--- config.mk ---
export PLATFORM = sky130hd
export DESIGN_NAME = imem_loader
export DESIGN_NICKNAME = d
export VERILOG_FILES = /design/src/rtl/imem_loader_pkg.sv /design/src/rtl/imem_byte_packer.sv /design/src/rtl/imem_loader.sv
export SDC_FILE = /design/constraint.sdc
export NUM_CORES = 1
export LEC_CHECK = 0
export BUFFER_PORTS_ARGS = -buffer_cell sky130_fd_sc_hd__buf_2
export CORE_MARGIN = 5
export CORE_UTILIZATION = 63
export DETAILED_ROUTE_END_ITERATION = 16
export PLACE_DENSITY_LB_ADDON = 0.08
export SLEW_MARGIN = 25
export SYNTH_ARGS = -nofsm -noshare
export SYNTH_HDL_FRONTEND = slang
export SYNTH_HIERARCHICAL = 1
export SYNTH_SLANG_ARGS = --single-unit
--- constraint.sdc ---
create_clock -name clk -period 2.9 [get_ports clk]
set_input_delay 0.29 -clock clk [delete_from_list [all_inputs] [get_ports clk]]
set_output_delay 0.29 -clock clk [all_outputs]
set_load 0.01 [all_outputs]
--- src/rtl/imem_loader_pkg.sv ---
`default_nettype none
// ============================================================================
//  Module      : imem_loader_pkg
//  Description : Shared types and constants for the instruction-memory
//                loader: FSM state encoding, default memory geometry and
//                the number of byte lanes per instruction word.
//  Revision    : 1.0 - initial release
// ============================================================================
package imem_loader_pkg;

    localparam int DEFAULT_DEPTH  = 64;
    localparam int DEFAULT_ADDR_W = 6;
    localparam int BYTE_LANES     = 4;

    typedef enum logic [2:0] {
        ST_IDLE  = 3'd0,
        ST_LEN   = 3'd1,
        ST_DATA  = 3'd2,
        ST_WRITE = 3'd3,
        ST_CSUM  = 3'd4,
        ST_DONE  = 3'd5,
        ST_ERR   = 3'd6
    } state_t;

endpackage
`default_nettype wire

--- src/rtl/imem_byte_packer.sv ---
`default_nettype none
// ============================================================================
//  Module      : imem_byte_packer
//  Description : Assembles little-endian 32-bit words from a byte stream and
//                keeps a running XOR of every byte taken.
//  Ports       : clk, rst      - clock, synchronous active-high reset
//                clear         - zero lane counter, word and XOR accumulator
//                take          - a payload byte is being consumed this cycle
//                data[7:0]     - the payload byte
//                word_next     - word including the byte being taken now;
//                                complete when word_ready is high
//                word_ready    - the byte taken now completes a word
//                xor_acc[7:0]  - XOR of all bytes taken since clear
//  Revision    : 1.0 - initial release
// ============================================================================
module imem_byte_packer
    import imem_loader_pkg::*;
(
    input  logic        clk,
    input  logic        rst,
    input  logic        clear,
    input  logic        take,
    input  logic [7:0]  data,
    output logic [31:0] word_next,
    output logic        word_ready,
    output logic [7:0]  xor_acc
);

    localparam int CNT_W = $clog2(BYTE_LANES);

    logic [31:0]      word;
    logic [CNT_W-1:0] byte_cnt;

    always_ff @(posedge clk) begin
        if (rst || clear) begin
            word     <= 32'd0;
            byte_cnt <= '0;
            xor_acc  <= 8'd0;
        end else if (take) begin
            word[8*byte_cnt +: 8] <= data;
            xor_acc               <= xor_acc ^ data;
            // Counter width matches the lane count, so it wraps to 0 after lane 3.
            byte_cnt              <= byte_cnt + 1'b1;
        end
    end

    // The FSM registers the word on the same edge that accepts its last byte,
    // so it needs the word with the incoming byte already merged in.
    always_comb begin
        word_next                  = word;
        word_next[8*byte_cnt +: 8] = data;
    end

    assign word_ready = take && (byte_cnt == CNT_W'(BYTE_LANES - 1));

endmodule
`default_nettype wire

--- src/rtl/imem_loader.sv ---
`default_nettype none
// ============================================================================
//  Module      : imem_loader
//  Description : Loads a program image into instruction memory from a byte
//                stream: header N, 4*N payload bytes (LSB first per word),
//                then an XOR checksum over the payload. Words are written
//                sequentially from address 0; the core is held in reset
//                until a verified image is in place.
//  Ports       : clk, rst           - clock, synchronous active-high reset
//                start              - begin a load (IDLE/DONE/ERR only)
//                in_valid, in_data  - byte stream input
//                in_ready           - loader accepts a byte
//                mem_we/addr/wdata  - instruction-memory write port
//                cpu_hold           - hold core in reset during/after bad load
//                done, error        - load status levels
//  Revision    : 1.0 - initial release
// ============================================================================
module imem_loader
    import imem_loader_pkg::*;
#(
    parameter int ADDR_W = DEFAULT_ADDR_W,
    parameter int DEPTH  = DEFAULT_DEPTH
) (
    input  logic              clk,
    input  logic              rst,
    input  logic              start,
    input  logic              in_valid,
    input  logic [7:0]        in_data,
    output logic              in_ready,
    output logic              mem_we,
    output logic [ADDR_W-1:0] mem_addr,
    output logic [31:0]       mem_wdata,
    output logic              cpu_hold,
    output logic              done,
    output logic              error
);

    // One extra bit so a full-depth word count (N == DEPTH) is representable.
    localparam int NW = ADDR_W + 1;

    state_t            state;
    logic [ADDR_W-1:0] word_idx;
    logic [NW-1:0]     n_words;

    logic              accept;
    logic              pk_clear;
    logic              pk_take;
    logic [31:0]       word_next;
    logic              word_ready;
    logic [7:0]        xor_acc;
    logic              bad_len;
    logic              last_word;

    assign accept    = in_valid && in_ready;
    assign pk_clear  = (state == ST_LEN)  && accept;
    assign pk_take   = (state == ST_DATA) && accept;
    assign bad_len   = (in_data == 8'd0) || (int'(in_data) > DEPTH);
    assign last_word = ({1'b0, word_idx} == (n_words - 1'b1));

    imem_byte_packer u_packer (
        .clk        (clk),
        .rst        (rst),
        .clear      (pk_clear),
        .take       (pk_take),
        .data       (in_data),
        .word_next  (word_next),
        .word_ready (word_ready),
        .xor_acc    (xor_acc)
    );

    // All outputs are registered and updated on the transition into the
    // state that owns them, so they are valid for the whole state.
    always_ff @(posedge clk) begin
        if (rst) begin
            state     <= ST_IDLE;
            word_idx  <= '0;
            n_words   <= '0;
            in_ready  <= 1'b0;
            mem_we    <= 1'b0;
            mem_addr  <= '0;
            mem_wdata <= 32'd0;
            cpu_hold  <= 1'b0;
            done      <= 1'b0;
            error     <= 1'b0;
        end else begin
            mem_we <= 1'b0;
            case (state)
                ST_IDLE, ST_DONE, ST_ERR: begin
                    if (start) begin
                        state    <= ST_LEN;
                        in_ready <= 1'b1;
                        cpu_hold <= 1'b1;
                        done     <= 1'b0;
                        error    <= 1'b0;
                    end
                end
                ST_LEN: begin
                    if (accept) begin
                        if (bad_len) begin
                            state    <= ST_ERR;
                            in_ready <= 1'b0;
                            error    <= 1'b1;
                            cpu_hold <= 1'b1;
                        end else begin
                            state    <= ST_DATA;
                            n_words  <= NW'(in_data);
                            word_idx <= '0;
                        end
                    end
                end
                ST_DATA: begin
                    if (word_ready) begin
                        state     <= ST_WRITE;
                        in_ready  <= 1'b0;
                        mem_we    <= 1'b1;
                        mem_addr  <= word_idx;
                        mem_wdata <= word_next;
                    end
                end
                ST_WRITE: begin
                    in_ready <= 1'b1;
                    if (last_word) begin
                        state <= ST_CSUM;
                    end else begin
                        state    <= ST_DATA;
                        word_idx <= word_idx + 1'b1;
                    end
                end
                ST_CSUM: begin
                    if (accept) begin
                        in_ready <= 1'b0;
                        if (in_data == xor_acc) begin
                            state    <= ST_DONE;
                            done     <= 1'b1;
                            cpu_hold <= 1'b0;
                        end else begin
                            state    <= ST_ERR;
                            error    <= 1'b1;
                            cpu_hold <= 1'b1;
                        end
                    end
                end
                default: begin
                    state    <= ST_IDLE;
                    in_ready <= 1'b0;
                end
            endcase
        end
    end

endmodule
`default_nettype wire

==> impl_results.md <==
- Part of the Yosys area used for sequential elements: around 41%
- Area growth from synthesis to layout: 8.53%
- Vias in the first global route: approximately 4000
- CP Launch Point: state[1]
- Number of nets in the layout: approximately 640
- Root Driver: clkbuf_8
- WP data required: roughly 3200 ps
- PostCTS Resize Cnt: 0
- Io pins: 55
- Flops & latches, synth: 101
- Die X: roughly 100 um
- Final ANT Viol Nets: 0
- Setup crit start kind: flop
- Pleak: 2.01 nW
- Worst EP arrival: roughly 2800 ps
- Slew Viols, Final: 0
- Slowest CP cell: dfxtp_1
- Buf/Inv on CP: 1
- Setup_tns: 0 ps
- Max-slew headroom: between 50 and 60%
- Worst min path class: input pin to flop
- # diodes: 0
- Crit-path max cell delay: 630 ps
- Starting Density: between 60% and 70%
- Total GRT Usage: roughly a quarter
- 1st-pass router iterations: 6
- Area leader, netlist: dfxtp_1
- Async SR Flop Fraction: 0%
- Layout cell share with drive strength beyond 1: around 15%
- Final Cycle Share: 85.5%
- Syn Area/Cell: about 8.3 um^2
- TritonCTS clock tree: yes
- Final setup violation count: 0
- Sw Ratio: 31.8%
- Status: complete, no violations
- Vias per cell: 6.05
- Critical Path End Type: flop
- Setup Skew: 11.1 ps
- Post-synthesis cell area: 0.00494 mm^2
- Worst Tran Pin Value: 748 ps
- FP Rows: 32
- Pint: 2.00 mW
- Critical-path cell list: nand2_1, nor3_2, and2_1, and2_1, buf_4, nand2_1, a21oi_1
- Yosys cell types: 65
- DRT Wirelength: about 12000 um
- CTS Sinks: 101
- Worst-Skew Late Latency: 360 ps
- Seq pwr share: 51.3%
- Final hold violations: 0
- R2R Path Start: state[1]
- RSZ-0062 raised after global routing: false
- Per-cell routed wire length: 16.0 um
- Synth Flop Type: dfxtp_1
- Number of enable flip-flop cells after synthesis: 0
- Die area: 0.00972 mm^2
- Grt total ovfl: 0
- Synth Warn #: 6
- Total CTS buffers: 9
- Cell family with most CP delay: simple AND/OR/NAND/NOR gates
- Logic pwr share: between 20% and 30%
- Residual DRC: 0
- DR vias: 4409
- Count leader, synth: nand2_1
- Largest net degree at the start of global routing: 37
- DIE HEIGHT: 98.6 um
- Top post-synthesis cells by area: dfxtp_1 41%, nand2_1 8.8%, a21oi_1 6.6%
- Post-synth net total: 615
- H-tree levels: 3
- Clock transition at path regs: 100 ps
- Placed cell count: 713
- Maximum clock rate: just over 0.4 GHz
- Most frequent cells after synthesis: 116 x nand2_1, 101 x dfxtp_1, 65 x a21oi_1
- Power share of the clock group: between 20% and 30%
- Synth Instances: just under 600
- First-pass GRT wire length: between 15000 and 20000 um
- Pwr/cell area: about 550 mW/mm^2
- Post-DP HPWL: 7870 um
- Hold_ws: 327 ps
- Fillers: ~670
- Detailed Route Iter0 Violations: 305
- Kind of critical path: flop to flop
- Switching pwr: between 0.9 and 1 mW
- Worst-path fanout max: 25
- Hold Crit Start: in_data[2]
- Worst vdd ir: 0.450 mV
- Post-CTS Hold Fix Bufs: 0
- Initial antenna violation count: 0
- Core ar.: 0.00769 mm^2
- Setup bufs post-CTS: 0
- Placer Congestion: 0.863
- Minimum clock period: 2480 ps
- Post-synth top area share: 40.9%
- Post-route insts no fill: between 700 and 800
- Max-Cap Viols: 0
- Max clock buf depth: 2
- IO Port Bufs: 54
==> layout make-up <==
type | count | area (um^2) | area share, %
Clock buffer | 10 | 128 | 2.38
Clock inverter | 6 | 47.5 | 0.886
Inverter | 22 | 82.6 | 1.54
Multi-Input combinational cell | 422 | 2600 | 48.4
Sequential cell | 101 | 2020 | 37.7
Tap cell | 102 | 128 | 2.38
Timing Repair Buffer | 66 | 360 | 6.72
==> layout by cell type (no fill, tap or decap), types with 6 or more instances in the layout <==
cell / n
a21oi_1: 65
a22o_1: 22
a32o_1: 16
buf_2: 54
buf_4: 12
clkbuf_8: 9
dfxtp_1: 101
ha_1: 7
inv_1: 20
mux2i_1: 11
nand2_1: 116
nand3_1: 14
nand4_1: 9
nand4b_1: 10
nor2_1: 32
nor2b_1: 6
o21ai_0: 18
or3_1: 6
xor2_1: 17
==> metrics by stage <==
step | utilization (%) | cell area [um^2] | setup slack (ps) | power [mW]
floorplan | - | 4940 | 937 | 1.99
global placement | 67.5 | 5190 | 585 | 2.12
detailed placement | 67.5 | 5190 | 483 | 2.13
CTS | 69.8 | 5370 | 441 | 2.93
global route | 69.8 | 5370 | 126 | 3.08
finish | 69.8 | 5370 | 421 | 2.93
==> per-layer routing <==
metal	wire, um	vias to the layer above	GRT usage [%]
li1	-	2143	-
met1	5350	2109	33.4
met2	5380	141	38.2
met3	739	16	4.95
met4	164	0	6.93
met5	0	-	0
==> worst min-delay path, cell delays in order <==
cell	delay [ps]
buf_2	180
nand4b_1	110
a21oi_1	60
==> power by group through the flow <==
stage          sequential [mW]  combinational [mW]  clock (mW)
2_1_floorplan             1.51               0.481           0
3_3_place_gp              1.53               0.589           0
3_5_place_dp              1.53               0.594           0
4_1_cts                   1.50               0.597       0.836
5_1_grt                   1.51               0.672       0.902
6_report                  1.50               0.602       0.823
==> final timing paths <==
path	to	slack, ps	cells past startpoint
worst max register to register	mem_wdata[6]	420	7
worst max-delay path	mem_wdata[6]	420	7
worst min register to register	mem_wdata[2]	460	2
worst min-delay path	u_packer/word[18]	330	3
==> cells by family after synthesis <==
group                    share of synthesized area [%]
AO/OA/AOI/OAI                                     21.3
XOR/XNOR                                          4.02
adder cells (fa/ha/maj)                           1.77
buffers and inverters                             6.66
flip-flops                                        40.9
multiplexers                                      2.91
AND/OR/NAND/NOR                                   22.5
==> sequential cells by signal, summed over array words and instances, names as in the netlist, 2 cells and up <==
name and count:
u_packer/byte_cnt 2, n_words 7, state 3, mem_wdata 32
word_idx 6, u_packer/word 32, u_packer/xor_acc 8, mem_addr 6
No activity file was read; power rests on OpenSTA's default activity.
